`src/rtl/regfile_scoreboard_pkg.sv`:
```
// Shared widths and types for the register file scoreboard.
// REG_ADDR/REG_SIZE and the pending-counter width live here for all files.
package regfile_scoreboard_pkg;
  localparam int REG_ADDR = 5;
  localparam int REG_SIZE = 32;
  localparam int PEND_W   = 2;
  localparam int NUM_REGS = 1 << REG_ADDR;

  typedef logic [REG_ADDR-1:0] addr_t;
  typedef logic [REG_SIZE-1:0] data_t;
  typedef logic [PEND_W-1:0]   pend_t;

  localparam pend_t PEND_MAX = '1;
endpackage

```
`src/rtl/regfile_scoreboard_if.sv`:
```
// Decode/issue/writeback bundle between the pipeline and the register scoreboard.
interface regfile_scoreboard_if;
  import regfile_scoreboard_pkg::*;

  addr_t               src_reg1;
  addr_t               src_reg2;
  data_t               rin_reg1;
  data_t               rin_reg2;
  logic                issue_valid;
  addr_t               issue_dst;
  logic                issue_ready;
  logic                wb_we;
  addr_t               wb_addr;
  data_t               wb_data;
  logic                stall;
  logic [NUM_REGS-1:0] busy_mask;

  modport master (
    output src_reg1, src_reg2, issue_valid, issue_dst, wb_we, wb_addr, wb_data,
    input  rin_reg1, rin_reg2, issue_ready, stall, busy_mask
  );

  modport slave (
    input  src_reg1, src_reg2, issue_valid, issue_dst, wb_we, wb_addr, wb_data,
    output rin_reg1, rin_reg2, issue_ready, stall, busy_mask
  );
endinterface

```
`src/rtl/regfile_array.sv`:
```
// 2-read / 1-write register storage; entry 0 is hardwired to zero.
module regfile_array
  import regfile_scoreboard_pkg::*;
(
  input  logic  clk,
  input  logic  reset,
  input  addr_t raddr1,
  input  addr_t raddr2,
  output data_t rdata1,
  output data_t rdata2,
  input  logic  we,
  input  addr_t waddr,
  input  data_t wdata
);

  data_t mem_q [NUM_REGS];
  data_t mem_d [NUM_REGS];

  always_comb begin
    mem_d = mem_q;
    if (we && waddr != '0) mem_d[waddr] = wdata;
    mem_d[0] = '0;
  end

  always_ff @(posedge clk or negedge reset) begin
    if (!reset) begin
      for (int i = 0; i < NUM_REGS; i++) mem_q[i] <= '0;
    end else begin
      mem_q <= mem_d;
    end
  end

  assign rdata1 = mem_q[raddr1];
  assign rdata2 = mem_q[raddr2];

endmodule

```
`src/rtl/regfile_scoreboard.sv`:
```
// Register file with per-register pending-write counters and RAW stall detection.
// Define REGFILE_BYPASS_EN to forward same-cycle writeback data and drop the matching stall.
module regfile_scoreboard
  import regfile_scoreboard_pkg::*;
(
  input logic           clk,
  input logic           reset,
  regfile_scoreboard_if.slave rf
);

  pend_t               pend_q [NUM_REGS];
  pend_t               pend_d [NUM_REGS];
  logic [NUM_REGS-1:0] busy;
  logic                wb_fire;
  logic                wb_hits_issue;
  logic                issue_ready;
  logic                issue_acc;
  data_t               stored1;
  data_t               stored2;
  logic                haz1;
  logic                haz2;

  regfile_array u_array (
    .clk    (clk),
    .reset  (reset),
    .raddr1 (rf.src_reg1),
    .raddr2 (rf.src_reg2),
    .rdata1 (stored1),
    .rdata2 (stored2),
    .we     (rf.wb_we),
    .waddr  (rf.wb_addr),
    .wdata  (rf.wb_data)
  );

  assign wb_fire       = rf.wb_we && (rf.wb_addr != '0);
  assign wb_hits_issue = wb_fire && (rf.wb_addr == rf.issue_dst);
  // A full counter can still take an issue if a writeback retires one in the same edge.
  assign issue_ready   = !((pend_q[rf.issue_dst] == PEND_MAX) && !wb_hits_issue);
  assign issue_acc     = rf.issue_valid && issue_ready && (rf.issue_dst != '0);

  always_comb begin
    for (int r = 0; r < NUM_REGS; r++) begin
      logic inc;
      logic dec;
      inc       = issue_acc && (rf.issue_dst == addr_t'(r));
      dec       = wb_fire && (rf.wb_addr == addr_t'(r));
      pend_d[r] = pend_q[r];
      if (inc && !dec)
        pend_d[r] = pend_q[r] + pend_t'(1);
      else if (dec && !inc && pend_q[r] != '0)
        pend_d[r] = pend_q[r] - pend_t'(1);
      busy[r]   = (pend_q[r] != '0);
    end
  end

  always_ff @(posedge clk or negedge reset) begin
    if (!reset) begin
      for (int r = 0; r < NUM_REGS; r++) pend_q[r] <= '0;
    end else begin
      pend_q <= pend_d;
    end
  end

`ifdef REGFILE_BYPASS_EN
  logic fwd1;
  logic fwd2;
  // Gated by reset so the read ports stay at zero while reset is held.
  assign fwd1 = reset && wb_fire && (rf.wb_addr == rf.src_reg1);
  assign fwd2 = reset && wb_fire && (rf.wb_addr == rf.src_reg2);
  assign rf.rin_reg1 = fwd1 ? rf.wb_data : stored1;
  assign rf.rin_reg2 = fwd2 ? rf.wb_data : stored2;
  assign haz1 = busy[rf.src_reg1] && !(fwd1 && pend_d[rf.src_reg1] == '0);
  assign haz2 = busy[rf.src_reg2] && !(fwd2 && pend_d[rf.src_reg2] == '0);
`else
  assign rf.rin_reg1 = stored1;
  assign rf.rin_reg2 = stored2;
  assign haz1 = busy[rf.src_reg1];
  assign haz2 = busy[rf.src_reg2];
`endif

  assign rf.stall       = haz1 || haz2;
  assign rf.issue_ready = issue_ready;
  assign rf.busy_mask   = busy;

endmodule
```
`src/flat_wrapper.sv`:
```
// flat-port wrapper written by rule: the top's interface ports become plain ports
module regfile_scoreboard_flat import regfile_scoreboard_pkg::*;
  (clk, reset, rf_src_reg1, rf_src_reg2, rf_issue_valid, rf_issue_dst, rf_wb_we, rf_wb_addr, rf_wb_data, rf_rin_reg1, rf_rin_reg2, rf_issue_ready, rf_stall, rf_busy_mask);
  regfile_scoreboard_if rf_i ();
  input logic clk;
  input logic reset;
  input wire logic [$bits(rf_i.src_reg1)-1:0] rf_src_reg1;
  input wire logic [$bits(rf_i.src_reg2)-1:0] rf_src_reg2;
  input wire logic [$bits(rf_i.issue_valid)-1:0] rf_issue_valid;
  input wire logic [$bits(rf_i.issue_dst)-1:0] rf_issue_dst;
  input wire logic [$bits(rf_i.wb_we)-1:0] rf_wb_we;
  input wire logic [$bits(rf_i.wb_addr)-1:0] rf_wb_addr;
  input wire logic [$bits(rf_i.wb_data)-1:0] rf_wb_data;
  output wire logic [$bits(rf_i.rin_reg1)-1:0] rf_rin_reg1;
  output wire logic [$bits(rf_i.rin_reg2)-1:0] rf_rin_reg2;
  output wire logic [$bits(rf_i.issue_ready)-1:0] rf_issue_ready;
  output wire logic [$bits(rf_i.stall)-1:0] rf_stall;
  output wire logic [$bits(rf_i.busy_mask)-1:0] rf_busy_mask;
  assign rf_i.src_reg1 = rf_src_reg1;
  assign rf_i.src_reg2 = rf_src_reg2;
  assign rf_i.issue_valid = rf_issue_valid;
  assign rf_i.issue_dst = rf_issue_dst;
  assign rf_i.wb_we = rf_wb_we;
  assign rf_i.wb_addr = rf_wb_addr;
  assign rf_i.wb_data = rf_wb_data;
  assign rf_rin_reg1 = rf_i.rin_reg1;
  assign rf_rin_reg2 = rf_i.rin_reg2;
  assign rf_issue_ready = rf_i.issue_ready;
  assign rf_stall = rf_i.stall;
  assign rf_busy_mask = rf_i.busy_mask;
  regfile_scoreboard u_core (.clk(clk), .reset(reset), .rf(rf_i));
endmodule
```
`config.mk`:
```
export PLATFORM = sky130hd
export DESIGN_NAME = regfile_scoreboard_flat
export DESIGN_NICKNAME = d
export VERILOG_FILES = /design/src/rtl/regfile_scoreboard_pkg.sv /design/src/rtl/regfile_scoreboard_if.sv /design/src/rtl/regfile_array.sv /design/src/rtl/regfile_scoreboard.sv /design/src/flat_wrapper.sv
export SDC_FILE = /design/constraint.sdc
export NUM_CORES = 2
export LEC_CHECK = 0
export CAP_MARGIN = 20
export CORE_ASPECT_RATIO = 1.25
export CORE_MARGIN = 3
export CORE_UTILIZATION = 55
export DETAILED_ROUTE_END_ITERATION = 6
export GPL_ROUTABILITY_DRIVEN = 0
export PLACE_DENSITY = 0.72
export SYNTH_ARGS = -nofsm -noshare
export SYNTH_HDL_FRONTEND = slang
export SYNTH_SLANG_ARGS = --single-unit
```
`constraint.sdc`:
```
create_clock -name clk -period 5.7 [get_ports clk]
set_clock_uncertainty 0.1 [all_clocks]
set_input_delay 1.425 -clock clk [delete_from_list [all_inputs] [get_ports clk]]
set_output_delay 1.425 -clock clk [all_outputs]
set_load 0.02 [all_outputs]
```
==> run_results.csv <==
group,metric,value,unit
run,drv_cap,0,
synthesis,ys_ff_latch,1056,
synthesis,count_of_cell_types_in_the_netlist,61,
drt,postRouteWirelength,184000,µm
synthesis,synth_edf_count,0,
pwr,clockPowerShare,0.328,
setup_path,worst_setup_path_start_kind,"input pin",
timing,finalSetupViolCount,0,
clock_network,cts.reportedPaths.clkPinSlew,0.06,ns
global_routing,gr-total-overflow,0,
pwr,net_switching_fraction_of_the_power,0.288,
die,dieArea,110000,µm²
die,io_pins,154,
global_routing,grt_antenna_before_repair,3,
cells_and_area,layout.filler_cells,7746,
timing,slew_headroom,0.228,
die,placement_rows,132,
drt,firstDrtPassIters,5,
min_path,worstHoldPathType,"reg2reg",
timing,final_critical_delay_including_setup_and_external_delays,5.63,ns
pwr,power_leakage,0.0295,µW
drt,route.detailed.drc,0,
pwr,vdd.ir_drop.worst,232,µV
clock_network,cts_inserted_buffers,106,
status,run_status,"finished clean",
timing,worst-slew-pin-transition,1.15,ns
synthesis,synth_fp_nets,4682,
clock_network,post-cts-setup-buffers,0,
die,core_region_area,104000,µm²
placement,placedCellCount,5944,
clock_network,clock_latency,0.73,ns
pwr,p_seq_frac,0.435,
cells_and_area,post_layout_nonfiller_instances,6153,
synthesis,ys_async_sr_fraction,1.00,
clock_network,clkSinkCount,1056,
pwr,powerDensity,352,nW/µm²
clock_network,cts_tree,"done",
clock_network,deepest_clock_path_buffer_count,3,
clock_network,cts-resized-gates,0,
synthesis,synth_cells,4625,
setup_path,worstSetupEndpointType,"output pin",
pwr,part_of_the_power_in_combinational_logic,0.237,
placement,detailed_place_hpwl,108000,µm
setup_path,worst-path-max-fanout,29,
setup_path,criticalPathCategory,"in2out",
clock_network,post_cts_hold_buffer_count,0,
synthesis,postSynthAreaPerCell,12.6,µm²
synthesis,synth_flop_cell,"dfrtp_1",
cells_and_area,final_layout_size_suffix_gt1_frac,0.378,
timing,fmax,178,MHz
synthesis,ys_warn_count,0,
drt,average_detailed_routed_wire_length_per_instance,30.0,µm
die,start_util,0.558,
clock_network,htree_num_levels,3,
cells_and_area,synthToLayoutAreaGrowth,14.0,%
timing,setup_repair_after_global_routing_missed_its_margin,"false",
cells_and_area,final-seq-area,26400,µm²
cells_and_area,multi_input_area,30000,µm²
drt,viasPerCell,6.78,
cells_and_area,finish.net_count,4713,
drt,antenna_left,0,
setup_path,critical_path_at,4.10,ns
timing,summed_negative_setup_slack_over_all_endpoints,0,ns
synthesis,synth_seq_area_share,0.454,
drt,detail_route.iter0.violations,5110,
die,floorplan.die.width,297,µm
synthesis,syn-cell-area,58200,µm²
die,die_height,370,µm
global_routing,grt_first_pass_wirelength,275000,µm
clock_network,cts_root_buffer_type,"clkbuf_16",
timing,share_of_the_clock_period_used_by_the_worst_path,0.987,
drt,route.vias.total,41700,
global_routing,maximum_number_of_pins_on_one_net_before_global_route_repair,159,
global_routing,first_global_vias,42700,
timing,timing_max_transition_violations_final,0,
placement,io_buffers,153,
pwr,total_switching_power,6720,µW
pwr,power_report.internal_total,16600,µW
global_routing,groute.usage.overall,0.337,
timing,total_count_of_hold_check_failures_in_the_final_report,0,
setup_path,critical_path_required,4.18,ns
placed cells by master (no fill, tap or decap), types with 13 or more instances in the layout:
cell type / Yosys / routed
mux4_2: 597 / 597
nand3b_1: 13 / 13
nand3_1: 16 / 16
clkdlybuf4s50_1: 0 / 139
dfrtp_1: 1056 / 1056
inv_1: 50 / 50
buf_12: 0 / 75
nor2_1: 94 / 68
nand2_1: 1261 / 1247
nor2b_1: 18 / 16
clkinv_2: 0 / 16
mux2_2: 738 / 738
and2_1: 15 / 15
clkbuf_16: 0 / 113
nor2_4: 0 / 26
o2111ai_1: 24 / 24
a21oi_1: 20 / 20
bufinv_16: 0 / 16
clkbuf_8: 0 / 22
buf_4: 4 / 125
o21ai_0: 42 / 42
a22o_1: 76 / 76
nand2_2: 0 / 14
and3_1: 19 / 19
clkbuf_1: 283 / 15
cell type report:
type	instances	share of cell area
diodes	4	0.000151
clock buffers	145	0.0461
clock inverters	49	0.0111
inverters	50	0.00283
multi-input cells	3085	0.452
flip-flops and latches	1056	0.398
well taps	1407	0.0265
repair buffers	357	0.0627
cells in the mapped netlist (6+ instances only):
library cell     n  area share
mux2_2         738        0.14
buf_1           30      0.0019
nor2b_1         18      0.0019
a21oi_1         20      0.0017
a22o_1          76       0.011
nand3_1         16      0.0014
dfrtp_1       1056        0.45
mux4_2         597        0.23
nor2_1          94      0.0061
clkbuf_1       283       0.018
o2111ai_1       24      0.0036
nand2b_1        12      0.0013
mux2i_1          8      0.0014
o22ai_1          9     0.00097
and3_1          19      0.0020
a32o_1          12      0.0021
o21ai_0         42      0.0036
or2_2            7     0.00075
inv_1           50      0.0032
nor4_1           6     0.00065
nand3b_1        13      0.0017
and2_1          15      0.0016
o31ai_1         12      0.0015
xnor2_1          6     0.00090
buf_2          113      0.0097
nand2_1       1261       0.081
routing by layer:
metal  global-route usage  part of all wire  vias to the layer above
met4                0.190             0.063                        2
met3               0.0725             0.099                      614
met1                0.437              0.36                    21800
li1                     -                 -                    16900
met2                0.533              0.47                     2436
met5                    0          0.000076                        -
sequential cells by signal, summed over array words and instances, names as in the netlist:
signal and cells:
u_core.pend_q 64, u_core.u_array.mem_q 992
worst max-delay path, cell delays in order:
cell,delay (ns)
buf_8,0.38
buf_12,0.30
buf_4,0.17
mux4_2,0.49
mux4_2,0.46
mux2_2,0.28
clkdlybuf4s50_1,0.54
through the flow:
step                 util  worst slack, ns  cell area (µm²)  hold slack (ns)  total power [µW]
floorplan               -            0.717            58200            0.329             13800
global placement    0.597           0.0777            62300            0.267             15500
detailed placement  0.597           0.0618            62300            0.266             15700
CTS                 0.633           0.0601            66100            0.279             23300
global route        0.636           0.0129            66400            0.294             24300
finish              0.636           0.0737            66400            0.279             23400
path summary, 6_finish.rpt:
path	cells after the start	from	to	slack, ns
setup / recovery	7	rf_src_reg2[0]	rf_rin_reg2[2]	0.07
hold / removal	0	u_core.pend_q[63]	u_core.pend_q[63]	0.28
setup reg to reg	6	u_core.pend_q[50]	u_core.pend_q[58]	2.63
hold reg to reg	0	u_core.pend_q[63]	u_core.pend_q[63]	0.28
max in group asynchronous	2	reset	u_core.u_array.mem_q[296]	3.58
min in group asynchronous	1	reset	u_core.pend_q[63]	0.59
cell families after synthesis:
logic type,Yosys count,share of synthesized area
AND/OR/NAND/NOR,1484,0.101
multiplexers,1343,0.375
flip-flops,1056,0.454
buffers and inverters,484,0.0344
AO/OA/AOI/OAI,248,0.0332
XOR/XNOR,9,0.00148
adder cells (fa/ha/maj),1,0.000215
power groups by stage:
| stage | clock [µW] | sequential, µW | combinational, µW |
|---|---|---|---|
| detailed placement | 0 | 10200 | 5480 |
| CTS | 7720 | 10100 | 5520 |
| global route | 8020 | 10300 | 5920 |
| floorplan | 0 | 9820 | 3990 |
| finish | 7660 | 10200 | 5530 |
| global placement | 0 | 10100 | 5340 |
No activity file was read; power rests on OpenSTA's default activity.
